===== src/rtl/io_registers.sv =====
// IO register block: vblank status/interrupt and serial game controller polling.
// Reads are side-effect free; controller bytes only change at the end of a poll.
module io_registers #(
  parameter int unsigned CLK_DIV = 16
) (
  input  logic       clk_i,
  input  logic       rst_i,
  input  logic       in_vblank_i,
  input  logic       cpu_wen_i,
  input  logic       SELECT_in_vblank_i,
  input  logic       SELECT_clr_vblank_irq_i,
  input  logic       SELECT_controller_1_i,
  input  logic       SELECT_controller_2_i,
  output logic [7:0] cpu_rdata_o,
  output logic       rdata_valid_o,
  output logic       vblank_irq_o,
  output logic       ctrl_latch_o,
  output logic       ctrl_clk_o,
  input  logic       ctrl_1_data_i,
  input  logic       ctrl_2_data_i,
  output logic       poll_busy_o
);

  localparam int unsigned CNT_W = $clog2(CLK_DIV);
  localparam logic [CNT_W-1:0] CNT_LAST = CNT_W'(CLK_DIV - 1);
  localparam int unsigned BYTE_W = 8;
  localparam int unsigned IDX_W = 3;
  localparam logic [IDX_W-1:0] IDX_LAST = IDX_W'(BYTE_W - 1);

  localparam logic [2:0] IDLE   = 3'd0;
  localparam logic [2:0] LATCH  = 3'd1;
  localparam logic [2:0] BIT_LO = 3'd2;
  localparam logic [2:0] BIT_HI = 3'd3;
  localparam logic [2:0] COMMIT = 3'd4;

  // vblank edge detection and interrupt state
  logic              vblank_q;
  logic              hist_armed;
  logic              vblank_rise;
  logic              irq_clr;
  logic              irq_pending;

  // controller input synchronizers
  logic [1:0]        sync_1_q;
  logic [1:0]        sync_2_q;
  logic              data_1;
  logic              data_2;

  // poll FSM and datapath
  logic [2:0]        state_q;
  logic [2:0]        state_d;
  logic [CNT_W-1:0]  cnt_q;
  logic [CNT_W-1:0]  cnt_d;
  logic [IDX_W-1:0]  idx_q;
  logic [IDX_W-1:0]  idx_d;
  logic [BYTE_W-1:0] shift_1_q;
  logic [BYTE_W-1:0] shift_1_d;
  logic [BYTE_W-1:0] shift_2_q;
  logic [BYTE_W-1:0] shift_2_d;
  logic [BYTE_W-1:0] ctrl_1_q;
  logic [BYTE_W-1:0] ctrl_1_d;
  logic [BYTE_W-1:0] ctrl_2_q;
  logic [BYTE_W-1:0] ctrl_2_d;
  logic              cnt_last;
  logic              latch_d;
  logic              clk_d;
  logic              busy_d;

  // An edge is only trusted once the history holds a real sample, so a level
  // already high at reset release is not mistaken for a new vblank.
  assign vblank_rise = in_vblank_i & ~vblank_q & hist_armed;
  assign irq_clr     = cpu_wen_i & SELECT_clr_vblank_irq_i;
  assign data_1      = sync_1_q[1];
  assign data_2      = sync_2_q[1];
  assign cnt_last    = (cnt_q == CNT_LAST);

  // vblank history register
  always_ff @(posedge clk_i or posedge rst_i) begin
    if (rst_i) begin
      vblank_q   <= 1'b0;
      hist_armed <= 1'b0;
    end else begin
      vblank_q   <= in_vblank_i;
      hist_armed <= 1'b1;
    end
  end

  // Interrupt pending flag; a set in the same cycle as a clear wins
  always_ff @(posedge clk_i or posedge rst_i) begin
    if (rst_i) begin
      irq_pending <= 1'b0;
    end else if (vblank_rise) begin
      irq_pending <= 1'b1;
    end else if (irq_clr) begin
      irq_pending <= 1'b0;
    end
  end

  // Two-flop synchronizers for the asynchronous controller data pins
  always_ff @(posedge clk_i or posedge rst_i) begin
    if (rst_i) begin
      sync_1_q <= 2'b00;
      sync_2_q <= 2'b00;
    end else begin
      sync_1_q <= {sync_1_q[0], ctrl_1_data_i};
      sync_2_q <= {sync_2_q[0], ctrl_2_data_i};
    end
  end

  // Poll FSM state, datapath and registered controller pins
  always_ff @(posedge clk_i or posedge rst_i) begin
    if (rst_i) begin
      state_q      <= IDLE;
      cnt_q        <= '0;
      idx_q        <= '0;
      shift_1_q    <= '0;
      shift_2_q    <= '0;
      ctrl_1_q     <= '0;
      ctrl_2_q     <= '0;
      ctrl_latch_o <= 1'b0;
      ctrl_clk_o   <= 1'b0;
      poll_busy_o  <= 1'b0;
    end else begin
      state_q      <= state_d;
      cnt_q        <= cnt_d;
      idx_q        <= idx_d;
      shift_1_q    <= shift_1_d;
      shift_2_q    <= shift_2_d;
      ctrl_1_q     <= ctrl_1_d;
      ctrl_2_q     <= ctrl_2_d;
      ctrl_latch_o <= latch_d;
      ctrl_clk_o   <= clk_d;
      poll_busy_o  <= busy_d;
    end
  end

  // Next-state logic; every state entry restarts the half-period counter
  always_comb begin
    state_d   = state_q;
    cnt_d     = cnt_q + CNT_W'(1);
    idx_d     = idx_q;
    shift_1_d = shift_1_q;
    shift_2_d = shift_2_q;
    ctrl_1_d  = ctrl_1_q;
    ctrl_2_d  = ctrl_2_q;
    case (state_q)
      IDLE: begin
        cnt_d = '0;
        if (vblank_rise) begin
          state_d = LATCH;
        end
      end
      LATCH: begin
        if (cnt_last) begin
          state_d = BIT_LO;
          cnt_d   = '0;
          idx_d   = '0;
        end
      end
      BIT_LO: begin
        if (cnt_last) begin
          shift_1_d = {shift_1_q[BYTE_W-2:0], ~data_1};
          shift_2_d = {shift_2_q[BYTE_W-2:0], ~data_2};
          state_d   = BIT_HI;
          cnt_d     = '0;
        end
      end
      BIT_HI: begin
        if (cnt_last) begin
          cnt_d = '0;
          if (idx_q == IDX_LAST) begin
            state_d = COMMIT;
          end else begin
            state_d = BIT_LO;
            idx_d   = idx_q + IDX_W'(1);
          end
        end
      end
      COMMIT: begin
        ctrl_1_d = shift_1_q;
        ctrl_2_d = shift_2_q;
        state_d  = IDLE;
        cnt_d    = '0;
      end
      default: begin
        state_d = IDLE;
        cnt_d   = '0;
      end
    endcase
  end

  // Pin levels follow the next state so they line up with the state register
  always_comb begin
    latch_d = (state_d == LATCH);
    clk_d   = (state_d == BIT_HI);
    busy_d  = (state_d != IDLE);
  end

  // Read mux from registered state; reads never alter anything
  always_comb begin
    cpu_rdata_o = 8'h00;
    if (SELECT_in_vblank_i) begin
      cpu_rdata_o = {7'b0, in_vblank_i};
    end else if (SELECT_clr_vblank_irq_i) begin
      cpu_rdata_o = {7'b0, irq_pending};
    end else if (SELECT_controller_1_i) begin
      cpu_rdata_o = ctrl_1_q;
    end else if (SELECT_controller_2_i) begin
      cpu_rdata_o = ctrl_2_q;
    end
  end

  assign rdata_valid_o = SELECT_in_vblank_i | SELECT_clr_vblank_irq_i |
                         SELECT_controller_1_i | SELECT_controller_2_i;
  assign vblank_irq_o  = irq_pending;

endmodule


===== config.mk =====
export PLATFORM = sky130hd
export DESIGN_NAME = io_registers
export DESIGN_NICKNAME = d
export VERILOG_FILES = /design/src/rtl/io_registers.sv
export SDC_FILE = /design/constraint.sdc
export NUM_CORES = 1
export LEC_CHECK = 0
export ABC_AREA = 0
export BUFFER_PORTS_ARGS = -buffer_cell sky130_fd_sc_hd__clkbuf_2
export CORE_ASPECT_RATIO = 0.75
export CORE_UTILIZATION = 47
export DETAILED_ROUTE_END_ITERATION = 6
export MAX_ROUTING_LAYER = met4
export PLACE_DENSITY = 0.66
export SLEW_MARGIN = 20
export SYNTH_ARGS = -nofsm -noshare
export SYNTH_HDL_FRONTEND = slang
export SYNTH_SLANG_ARGS = --single-unit

===== constraint.sdc =====
create_clock -name clk_i -period 3.1 [get_ports clk_i]
set_clock_uncertainty 0.1 [all_clocks]
set_input_delay 0.31 -clock clk_i [delete_from_list [all_inputs] [get_ports clk_i]]
set_output_delay 0.31 -clock clk_i [all_outputs]
set_load 0.005 [all_outputs]

---- Yosys cells after proc, flatten, opt, wreduce, memory -nomap -nowiden ----
Cells that the tools add are included.
storage, ports and cells
  bits in latches ......................... 0
  logic and storage cells ................. 62
  register bits after elaboration ......... 52
  memories kept ........................... 0
  memory bits (writable) .................. 0
  output and inout bits ................... 13
  ROM bits ................................ 0
cells by class
  mux-type cells .......................... 18
  bitwise logic cells ..................... 9
  equal/unequal tests ..................... 11
  add/subtract/negate cells ............... 2
  shifts and indexed selects .............. 0
  reductions and logical operators ........ 7
  magnitude comparators ................... 0
  div/mod/pow operators ................... 0
  multipliers ............................. 0
operators by type and width
  operator                                                               count
  8-bit 2-to-1 mux                                                       4
  3-bit 2-to-1 mux                                                       8
  3-bit case mux with 4 select lines                                     1
  3-bit by 2-bit equality test with 1-bit output, second input constant  3
  4-bit 2-to-1 mux                                                       2
  3-bit by 1-bit equality test with 1-bit output, second input constant  2
  3-bit equality test, second input constant                             2
  2-bit != test, second input constant                                   3
  3-bit case mux with 2 select lines                                     1
  4-bit by 1-bit adder with 4-bit output, second input constant          1
  4-bit equality test, second input constant                             1
  4-bit AND reduction                                                    1
  2-bit nonzero test                                                     2
  3-bit by 1-bit adder with 3-bit output, second input constant          1
  1-bit bitwise AND                                                      3
  3-bit zero test                                                        1
  1-bit NOT                                                              3
  1-bit bitwise OR                                                       3
  3-bit nonzero test                                                     1
  3-bit OR reduction                                                     1
  1-bit 2-to-1 mux                                                       2
  2-bit AND reduction                                                    1

---- Longest topological paths before layout ----
Gate-level depths: netlist (run 1).
  depth after elaboration ................. 6
  depth in mapped cells ................... 6

---- Least setup slack after synthesis (run 1) ----
Ideal clock, no wire load.
  path kind ............................... reg-to-reg
  start point ............................. register cnt_q[0]
  end point ............................... register shift_1_q[7]
  buffers on the path ..................... 2
  library setup time ...................... 0.125 ns
  period minus slack after synthesis ...... 1.878 ns
  required time ........................... 2.875 ns
  stages on the path, launching flop included .. 7
  arrival ................................. 1.653 ns
  setup slack ............................. 1.222 ns
  cell sequence ........................... dfrtp_1 > ha_1 > nand3_2 > or3_1 > buf_6 > buf_12 > mux2_4
on the way
  word-level cells in the longest chain between the ends .. 2
RTL lines
  item                           line  RTL
  start, declared                52    logic [CNT_W-1:0] cnt_q;
  start signal, assigned         125   cnt_q <= cnt_d;
  4-bit equality test            75    assign cnt_last = (cnt_q == CNT_LAST);
  2-bit AND reduction (no line)  --
  end signal, assigned           127   shift_1_q <= shift_1_d;
  end, declared                  56    logic [BYTE_W-1:0] shift_1_q;
Every way passes these cells.
A chain may end at the register's enable or synchronous reset.

---- Worst setup path after layout (run 1) ----
  start point ............................. register cnt_q[0]
  end point ............................... register shift_2_q[1]
on the way
  word-level cells in the longest chain between the ends .. 2
RTL lines
  item                           line  RTL
  4-bit equality test            75
  2-bit AND reduction (no line)  --
  end signal, assigned           128   shift_2_q <= shift_2_d;
  end, declared                  58    logic [BYTE_W-1:0] shift_2_q;
Every way passes these cells.

==> flow_summary.json, run 1 <==
{
  "drt_iter0_markers": 125,
  "syn_inst": 165,
  "diodes": 0,
  "p_comb_share_pct": 3.4,
  "slew_viol_final": 0,
  "postCtsSetupBuffers": 0,
  "grt_antenna_before_repair": 0,
  "p_leak_nw": 1.21,
  "num_vias": 1317,
  "grt_setup_unrepaired": "no",
  "crit_type": "flip-flop to flip-flop",
  "dieArea_sq_um": 4970,
  "synthArstFlopShare_pct": 100,
  "die_w_um": 81.1,
  "powerDensity_nw_per_um2": 459,
  "endpoint_kind": "flip-flop",
  "final_common_cell": "dfrtp_1",
  "synth-edff-count": 0,
  "dr.pass1.iters": 4,
  "via_per_inst": 5.38,
  "syn_to_final_growth_pct": 10.2,
  "core_sq_um": 4490,
  "grt_first_pass_wirelength_mm": 6.00,
  "place_congestion": 0.773,
  "numCtsBuffers": 5,
  "avgSynthCellArea_sq_um": 13.4,
  "yosys.area.top_type": "dfrtp_1",
  "period_needed_ns": 2.17,
  "p_int_uw": 875,
  "num-nets-final": 200,
  "ys_seq_elements": 52,
  "dp_hpwl_mm": 2.52,
  "pwr-share-clk_pct": 35.0,
  "ys.flop_type": "dfrtp_1",
  "setup-tns-final_ns": 0,
  "final_antenna_net_count": 0,
  "routedWlPerCell_um": 15.2,
  "syn_nets": 178,
  "max_slew.worst_pin.slew_ns": 0.855,
  "cap_violations": 0,
  "status": "finished clean",
  "yosysWarnings": 0,
  "io_pins": 23,
  "final_util_pct": 54.1,
  "crit_arrival_ns": 2.26,
  "power_mw": 1.12,
  "synth.area.top_cells": "dfrtp_1 (59%), mux2_2 (11%), mux2_4 (5.4%), a22oi_1 (1.7%), ha_1 (1.7%)",
  "whs_path_depth": 1,
  "worstPathRequired_ns": 3.19,
  "r2r_slack_ns": 0.93,
  "netlist.area_leader.share_pct": 59.0,
  "initial_core_util_pct": 49.1,
  "rows": 21,
  "cts_root_buffer": "clkbuf_8",
  "cts.sink_count": 52,
  "hp-class": "input port to flip-flop",
  "fin_crit_sh_pct": 70.2,
  "ir_drop_mv": 0.356,
  "layout-drive-gt1-share_pct": 34.6,
  "holdWs_ns": 0.0185,
  "critPathMaxFanout": 16,
  "synth.cell_area_sq_um": 2210,
  "hold_viol": 0,
  "switching_share_pct": 21.6,
  "critPathLaunchType": "flip-flop",
  "die_h_um": 61.3,
  "clkLatencyLatePin_ns": 0.31,
  "slew_headroom_pct": 42.9,
  "grt_start_max_net_pins": 53,
  "yosysUniqueCellTypes": 42,
  "drc": 0,
  "final_cell_mix": "dfrtp_1 (52), mux2_2 (22), clkbuf_2 (22)",
  "overflow": 0,
  "cts_tree": "built",
  "htreeDepth": 2,
  "finalWirelength_mm": 3.73,
  "port_buffers": 22,
  "fmax_mhz": 460,
  "seqPwrFrac_pct": 61.7,
  "p_switching_uw": 241,
  "cts_buffer_depth": 2,
  "grt_pass1_vias": 1237,
  "setup_viol": 0,
  "synth-seq-area-share_pct": 59.0,
  "rr_worst_depth": 4,
  "track_usage_pct": 17.4,
  "cts.clk_slew.worst_paths_ns": 0.09
}
[flip-flops by register name (all words and copies together) (netlist names), 2 cells and up]
signal / count
idx_q: 3
sync_1_q: 2
ctrl_2_q: 8
shift_2_q: 8
cnt_q: 4
ctrl_1_q: 8
state_q: 3
shift_1_q: 8
sync_2_q: 2
[cells in the mapped netlist (3+ instances only)]
cell type and instances:
dfrtp_1 52, mux2_2 22, mux2_4 8, nand2_1 8, nor2_1 7, a22oi_1 5, inv_1 5, a21oi_1 4
clkbuf_1 3, ha_1 3, nand2b_1 3, nand3b_1 3, or3_1 3
[kinds of logic after synthesis]
| group | synth area share [%] |
|---|---|
| and+or+nand+nor | 10.9 |
| AOI/OAI and AO/OA | 6.30 |
| adders and majority gates | 1.70 |
| DFF | 59.0 |
| buffers and inverters | 3.57 |
| xor gates and xnor gates | 0.794 |
| muxes | 17.6 |
| other | 0.170 |
[layout make-up]
| class | instances | area (sq um) |
|---|---|---|
| clock buffers | 6 | 82.6 |
| clock inverters | 2 | 10.0 |
| fillers | 376 | 2060 |
| inverters | 5 | 20.0 |
| multi-input cells | 100 | 826 |
| flip-flops and latches | 52 | 1300 |
| well taps | 57 | 71.3 |
| repair buffers | 23 | 120 |
[metrics by stage]
step | instance area [sq um] | worst slack, ns | instances
floorplan | 2210 | 1.22 | 165
global placement | 2330 | 1.01 | 236
detailed placement | 2330 | 0.922 | 236
CTS | 2420 | 0.910 | 244
global route | 2430 | 0.806 | 245
finish | 2430 | 0.925 | 245
[critical path: stages, from the launching register on]
cell and delay, ns:
dfrtp_1 0.40, ha_1 0.26, nand3_2 0.16, or3_1 0.72
mux2_4 0.42
[path summary, 6_finish.rpt]
| check | start | endpoint |
|---|---|---|
| worst max-delay path | cnt_q[0] | shift_2_q[1] |
| worst min-delay path | ctrl_1_data_i | sync_1_q[0] |
| worst max register to register | cnt_q[0] | shift_2_q[1] |
| worst min register to register | sync_2_q[0] | sync_2_q[1] |
| max in group asynchronous | rst_i | shift_2_q[6] |
| min in group asynchronous | rst_i | vblank_q |
[power by group through the flow]
stage | Sequential [mW] | Clock [mW] | Combinational, mW
after global routing | 0.689 | 0.433 | 0.0435
after floorplan | 0.701 | 0 | 0.0210
after detailed placement | 0.702 | 0 | 0.0380
after CTS | 0.688 | 0.398 | 0.0383
final | 0.688 | 0.390 | 0.0377
after global placement | 0.701 | 0 | 0.0368
[repair_timing]
| action | CTS | global route |
|---|---|---|
| endpoints found under the hold margin | 0 | 1 |
| resized for setup | 0 | 0 |
| hold buffers | 0 | 1 |
[routing by layer]
metal	track usage, %	part of all wire (%)	routed length (um)
met1	21.8	48	1800
met2	27.5	47	1750
met3	5.33	3.8	142
met4	5.36	1.2	46
met5	-	0	0
No activity file was read; power rests on OpenSTA's default activity.
==> run 2, diff against run 1 <==
clock period = 2.2 ns   (was 3.1 ns; I/O delays follow)
==> run 2 against run 1 <==
Net effect: non-clock buffer count rose by 8; clock power is 61% higher; cell count grew 3.3%; worst setup slack worse by 0.68 ns; critical path depth up 1; highest routed layer unchanged.
==> flow_summary.json, run 2 (synthesis gave the netlist of run 1 again) <==
{
  "status": "finished clean",
  "routedWlPerCell_um": 14.6,
  "holdWs_ns": 0.109,
  "diodes": 0,
  "ir_drop_mv": 0.429,
  "pwr-share-clk_pct": 37.8,
  "via_per_inst": 5.30,
  "syn_to_final_growth_pct": 14.5,
  "switching_share_pct": 20.2,
  "clkLatencyLatePin_ns": 0.30,
  "pre_cts_slack_ns": 0.247,
  "cts_hold_buf": 4,
  "fmax_mhz": 511,
  "ff_latch_area_sq_um": 1300,
  "cap_violations": 0,
  "fin_crit_sh_pct": 89.0,
  "die_h_um": 61.3,
  "drc": 0,
  "grt_first_pass_wirelength_mm": 6.13,
  "crit_type": "flip-flop to flip-flop",
  "setup-tns-final_ns": 0,
  "crit_path_cell_trace": "ha_1 > nand3_2 > or3_1 > buf_4 > mux2_4",
  "crit_slowest_cell": "dfrtp_1",
  "worst_slack_ns": 0.243,
  "num_vias": 1340,
  "layout-drive-gt1-share_pct": 35.2,
  "num-nets-final": 208,
  "endpoint_kind": "flip-flop",
  "track_usage_pct": 17.8,
  "finalWirelength_mm": 3.70,
  "hp-class": "input port to flip-flop",
  "p_leak_nw": 1.26,
  "slew_viol_final": 0,
  "cts.sink_count": 52,
  "overflow": 0,
  "numCtsBuffers": 5,
  "slowest_delay_ns": 0.40,
  "cts_tree": "built",
  "cts_root_buffer": "clkbuf_8",
  "htreeDepth": 2,
  "num-fill-cells": 363,
  "cts.clk_slew.worst_paths_ns": 0.09,
  "postCtsSetupBuffers": 0,
  "final_antenna_net_count": 0,
  "period_needed_ns": 1.96,
  "initial_core_util_pct": 49.1,
  "io_pins": 23,
  "grt_pass1_vias": 1290,
  "final_util_pct": 56.2,
  "dp_hpwl_mm": 2.62,
  "grt_antenna_before_repair": 0,
  "drt_iter0_markers": 94,
  "die_w_um": 81.1,
  "setup_viol": 0,
  "cts.repair.resized": 0,
  "rows": 21,
  "crit_arrival_ns": 2.05,
  "seqPwrFrac_pct": 58.3,
  "worstPathRequired_ns": 2.30,
  "final_cell_mix": "dfrtp_1 (52), mux2_2 (22), clkbuf_2 (22)",
  "grt_setup_unrepaired": "no",
  "p_int_mw": 1.33,
  "multi_input_area_sq_um": 826,
  "hold_viol": 0,
  "grt_start_max_net_pins": 53,
  "port_buffers": 22,
  "core_sq_um": 4490,
  "dieArea_sq_um": 4970,
  "p_comb_share_pct": 3.8,
  "critPathMaxFanout": 16,
  "critPathLaunchType": "flip-flop",
  "dr.pass1.iters": 4,
  "powerDensity_nw_per_um2": 658,
  "cts_buffer_depth": 2,
  "place_congestion": 0.792,
  "final_common_cell": "dfrtp_1",
  "p_switching_uw": 336
}
-- run 2: cell types whose count changed in the layout (fill, tap and decap cells not counted), sizes merged --
cell,change
bufinv,+1
inv,+1
dlygate4sd3,+3
buf,+5
clkinv,-2
-- run 2: area by class of cell --
class | instances | area share (%)
Tap cell | 57 | 2.82
Clock inverter | 2 | 1.39
Timing Repair Buffer | 31 | 7.93
Inverter | 5 | 0.743
Clock buffer | 6 | 2.87
Sequential cell | 52 | 51.5
Multi-Input combinational cell | 100 | 32.7
-- run 2: per-layer routing --
metal  part of all wire [%]  vias to the layer above  track usage, %  wire, um
li1                       -                      634               -         -
met1                     49                      670            23.1      1800
met2                     45                       27            26.1      1670
met3                    3.9                        9            4.15       143
met4                    2.4                        0            9.44        87
met5                      0                        -               -         0
-- run 2: path summary, 6_finish.rpt --
kind,startpoint,end,slack (ns),depth (start not counted)
worst max-delay path,cnt_q[0],shift_2_q[3],0.24,5
worst min-delay path,cpu_wen_i,vblank_irq_o,0.11,4
worst max register to register,cnt_q[0],shift_2_q[3],0.24,5
worst min register to register,sync_2_q[0],sync_2_q[1],0.26,0
max in group asynchronous,rst_i,idx_q[1],1.39,4
min in group asynchronous,rst_i,ctrl_1_q[0],0.39,4
-- run 2: through the flow --
stage	std cells	power, mW	area (sq um)
2_1_floorplan	165	1.02	2210
3_3_place_gp	241	1.05	2380
3_5_place_dp	241	1.05	2380
4_1_cts	253	1.69	2520
5_1_grt	253	1.73	2520
6_report	253	1.66	2520
-- run 2: worst max-delay path, delay by kind of cell (launching register included) --
kind | cells | cell delay, ns
and+or+nand+nor | 2 | 0.54
buffers and inverters | 1 | 0.22
DFF | 1 | 0.40
adders and majority gates | 1 | 0.27
muxes | 1 | 0.32
-- run 2: power by group through the flow --
| stage | clock [mW] | combinational [mW] | sequential (mW) |
|---|---|---|---|
| after global routing | 0.690 | 0.0726 | 0.971 |
| after CTS | 0.652 | 0.0662 | 0.969 |
| after global placement | 0 | 0.0580 | 0.988 |
| final | 0.629 | 0.0639 | 0.969 |
| after floorplan | 0 | 0.0296 | 0.987 |
| after detailed placement | 0 | 0.0604 | 0.988 |
==> run 3, diff against run 2 <==
ABC_AREA = 1   (was 0)
==> run 3 against run 2 <==
Net effect: core utilization up 2.8 points; clock power up 5.2%; count of clock-buffer cells in the layout unchanged; sequential share of layout area up 0.62 points; design area down 1.2%; maximum frequency up 15%; first-iteration DRC count down 11%; area after synthesis down 2.0%; sequential cell count unchanged; register-to-register slack better by 0.26 ns; non-clock buffer count down 1; combinational power rose to 4.1 times the previous value.
==> flow_summary.json, run 3 <==
{
  "status": "finished clean",
  "period_needed_ns": 1.70,
  "final_util_pct": 59.0,
  "slew_headroom_pct": 59.0,
  "numCtsBuffers": 5,
  "synth_compound_area_share_pct": 14.9,
  "setup_viol": 0,
  "crit_arrival_ns": 1.77,
  "ys.flop_type": "dfrtp_1",
  "synthAdderAreaFrac_pct": 1.74,
  "yosysMostFrequentCell": "nand2_1",
  "setup-tns-final_ns": 0,
  "layout-drive-gt1-share_pct": 20.4,
  "worstPathRequired_ns": 2.27,
  "via_per_inst": 4.93,
  "stdcell_count": 310,
  "syn_to_final_growth_pct": 15.4,
  "synth.cell_area_sq_um": 2160,
  "fin_crit_sh_pct": 77.1,
  "place_congestion": 0.806,
  "die_h_um": 60.7,
  "synthArstFlopShare_pct": 100,
  "grt_first_pass_wirelength_mm": 6.20,
  "p_int_mw": 1.51,
  "critPathLaunchType": "flip-flop",
  "track_usage_pct": 17.9,
  "synth-edff-count": 0,
  "synth_simple_gate_area_share_pct": 15.4,
  "powerDensity_nw_per_um2": 808,
  "hold_viol": 0,
  "hp-class": "input port to flip-flop",
  "netlist.area_leader.share_pct": 60.2,
  "r2r_slack_ns": 0.50,
  "cts.clk_slew.worst_paths_ns": 0.09,
  "routedWlPerCell_um": 11.8,
  "reg2reg_to": "poll_busy_o",
  "final_cell_mix": "nand2_1 (54), dfrtp_1 (52), inv_1 (24)",
  "dieArea_sq_um": 4880,
  "drt_iter0_markers": 84,
  "grt_antenna_before_repair": 0,
  "clkLatencyLatePin_ns": 0.29,
  "syn_nets": 237,
  "p_switching_uw": 503,
  "final_antenna_net_count": 0,
  "crit_type": "flip-flop to flip-flop",
  "yosysWarnings": 0,
  "synth.area.top_cells": "dfrtp_1 (60%), nand2_1 (9.4%), o21ai_2 (5.7%), o21ai_0 (4.6%), inv_1 (4.3%)",
  "synth_top_family_by_area": "simple AND/OR/NAND/NOR gates",
  "finalWirelength_mm": 3.66,
  "diodes": 0,
  "critPathMaxFanout": 34,
  "whs_path_depth": 4,
  "core_sq_um": 4230,
  "switching_share_pct": 24.9,
  "grt_pass1_vias": 1373,
  "hold_end": "vblank_irq_o",
  "syn_inst": 224,
  "cts_buffer_depth": 2,
  "rows": 20,
  "initial_core_util_pct": 51.1,
  "seqPwrFrac_pct": 54.2,
  "power_mw": 2.02,
  "pwr-share-clk_pct": 32.8,
  "dr.pass1.iters": 6,
  "num-nets-final": 267,
  "p_leak_nw": 1.18,
  "synth_commonest_cells": "nand2_1 (54), dfrtp_1 (52), inv_1 (25)",
  "yosysUniqueCellTypes": 24,
  "cts.sink_count": 52,
  "max_slew.worst_pin.slew_ns": 0.616,
  "p_comb_share_pct": 12.9,
  "min_from": "cpu_wen_i",
  "grt_setup_unrepaired": "no",
  "cts_root_buffer": "clkbuf_8",
  "fmax_mhz": 590,
  "ys_seq_elements": 52,
  "io_pins": 23,
  "dp_hpwl_mm": 2.62,
  "die_w_um": 80.3,
  "htreeDepth": 2,
  "final_common_cell": "nand2_1",
  "port_buffers": 22,
  "avgSynthCellArea_sq_um": 9.65,
  "rr_worst_depth": 8,
  "grt_start_max_net_pins": 53,
  "endpoint_kind": "flip-flop",
  "num_vias": 1527,
  "drc": 0,
  "synth-seq-area-share_pct": 60.2,
  "cts.repair.resized": 0,
  "cap_violations": 0,
  "holdWs_ns": 0.0911,
  "cts_tree": "built",
  "crit-reg2reg-launch": "cnt_q[0]",
  "ir_drop_mv": 0.525,
  "synthMuxAreaShare_pct": 0,
  "synthXorXnorAreaFrac_pct": 0.810,
  "slew_viol_final": 0,
  "overflow": 0,
  "yosys.area.top_type": "dfrtp_1",
  "placed_cells": 298
}
[run 3: cell count changes after synthesis, sizes merged, moves of 3 or more]
cell / previous run / this run
nor2: 7 / 19
nand2b: 3 / 0
nand3: 3 / 7
or3: 3 / 0
o21ai: 2 / 37
mux2: 30 / 0
clkbuf: 3 / 0
nand2: 8 / 56
nand3b: 3 / 0
inv: 5 / 26
[run 3: worst max-delay path, cell delays in order (launching register included)]
cell,delay (ns)
dfrtp_1,0.40
ha_1,0.23
nand3_1,0.18
inv_1,0.12
nand2_2,0.10
buf_12,0.20
nand3_1,0.10
nand2_1,0.10
nand2_1,0.06
[run 3: timing repair]
item	CTS	global route
endpoints found under the hold margin	55	0
buffers inserted	0	0
hold buffers	4	0
[run 3: cells by family (layout without fill, tap and decap cells)]
group,after synthesis,after routing
AOI/OAI and AO/OA,49,49
buffers and inverters,33,64
and+or+nand+nor,84,84
adders and majority gates,3,3
DFF,52,52
xor gates and xnor gates,2,2
other,1,1
[run 3: cell type report]
class / instances / area [sq um]
multi-input cells: 139 / 713
clock inverters: 2 / 38.8
clock buffers: 6 / 82.6
repair buffers: 30 / 193
well taps: 55 / 68.8
fillers: 383 / 1730
flip-flops and latches: 52 / 1300
inverters: 26 / 97.6
[run 3: power groups by stage]
stage	clock network (mW)	logic, mW	registers [mW]
finish	0.662	0.261	1.09
global route	0.724	0.300	1.11
CTS	0.684	0.264	1.09
detailed placement	0	0.259	1.11
global placement	0	0.250	1.11
floorplan	0	0.177	1.10
[run 3: worst max path at each step]
stage / from / to / slack, ns / cells after the start
2_1_floorplan: rst_i / cnt_q[0] / 0.62 / 1
3_3_place_gp: cnt_q[0] / poll_busy_o / 0.61 / 8
3_5_place_dp: cnt_q[0] / poll_busy_o / 0.54 / 8
4_1_cts: cnt_q[0] / poll_busy_o / 0.52 / 8
5_1_grt: cnt_q[0] / poll_busy_o / 0.39 / 8
6_report: cnt_q[0] / poll_busy_o / 0.50 / 8
[run 3: routing by layer]
layer / wire length, um / part of all wire [%] / up-vias / global-route usage [%]
met5: 0 / 0 / - / -
met2: 1500 / 41 / 34 / 26.5
met4: 19 / 0.52 / 0 / 4.59
met3: 148 / 4.0 / 2 / 4.06
li1: - / - / 779 / -
met1: 1990 / 54 / 712 / 25.2
[run 3: stage by stage]
stage / worst slack, ns / instance area (sq um)
after floorplan: 0.622 / 2160
after global placement: 0.612 / 2330
after detailed placement: 0.540 / 2330
after CTS: 0.515 / 2490
after global routing: 0.391 / 2490
final: 0.505 / 2490
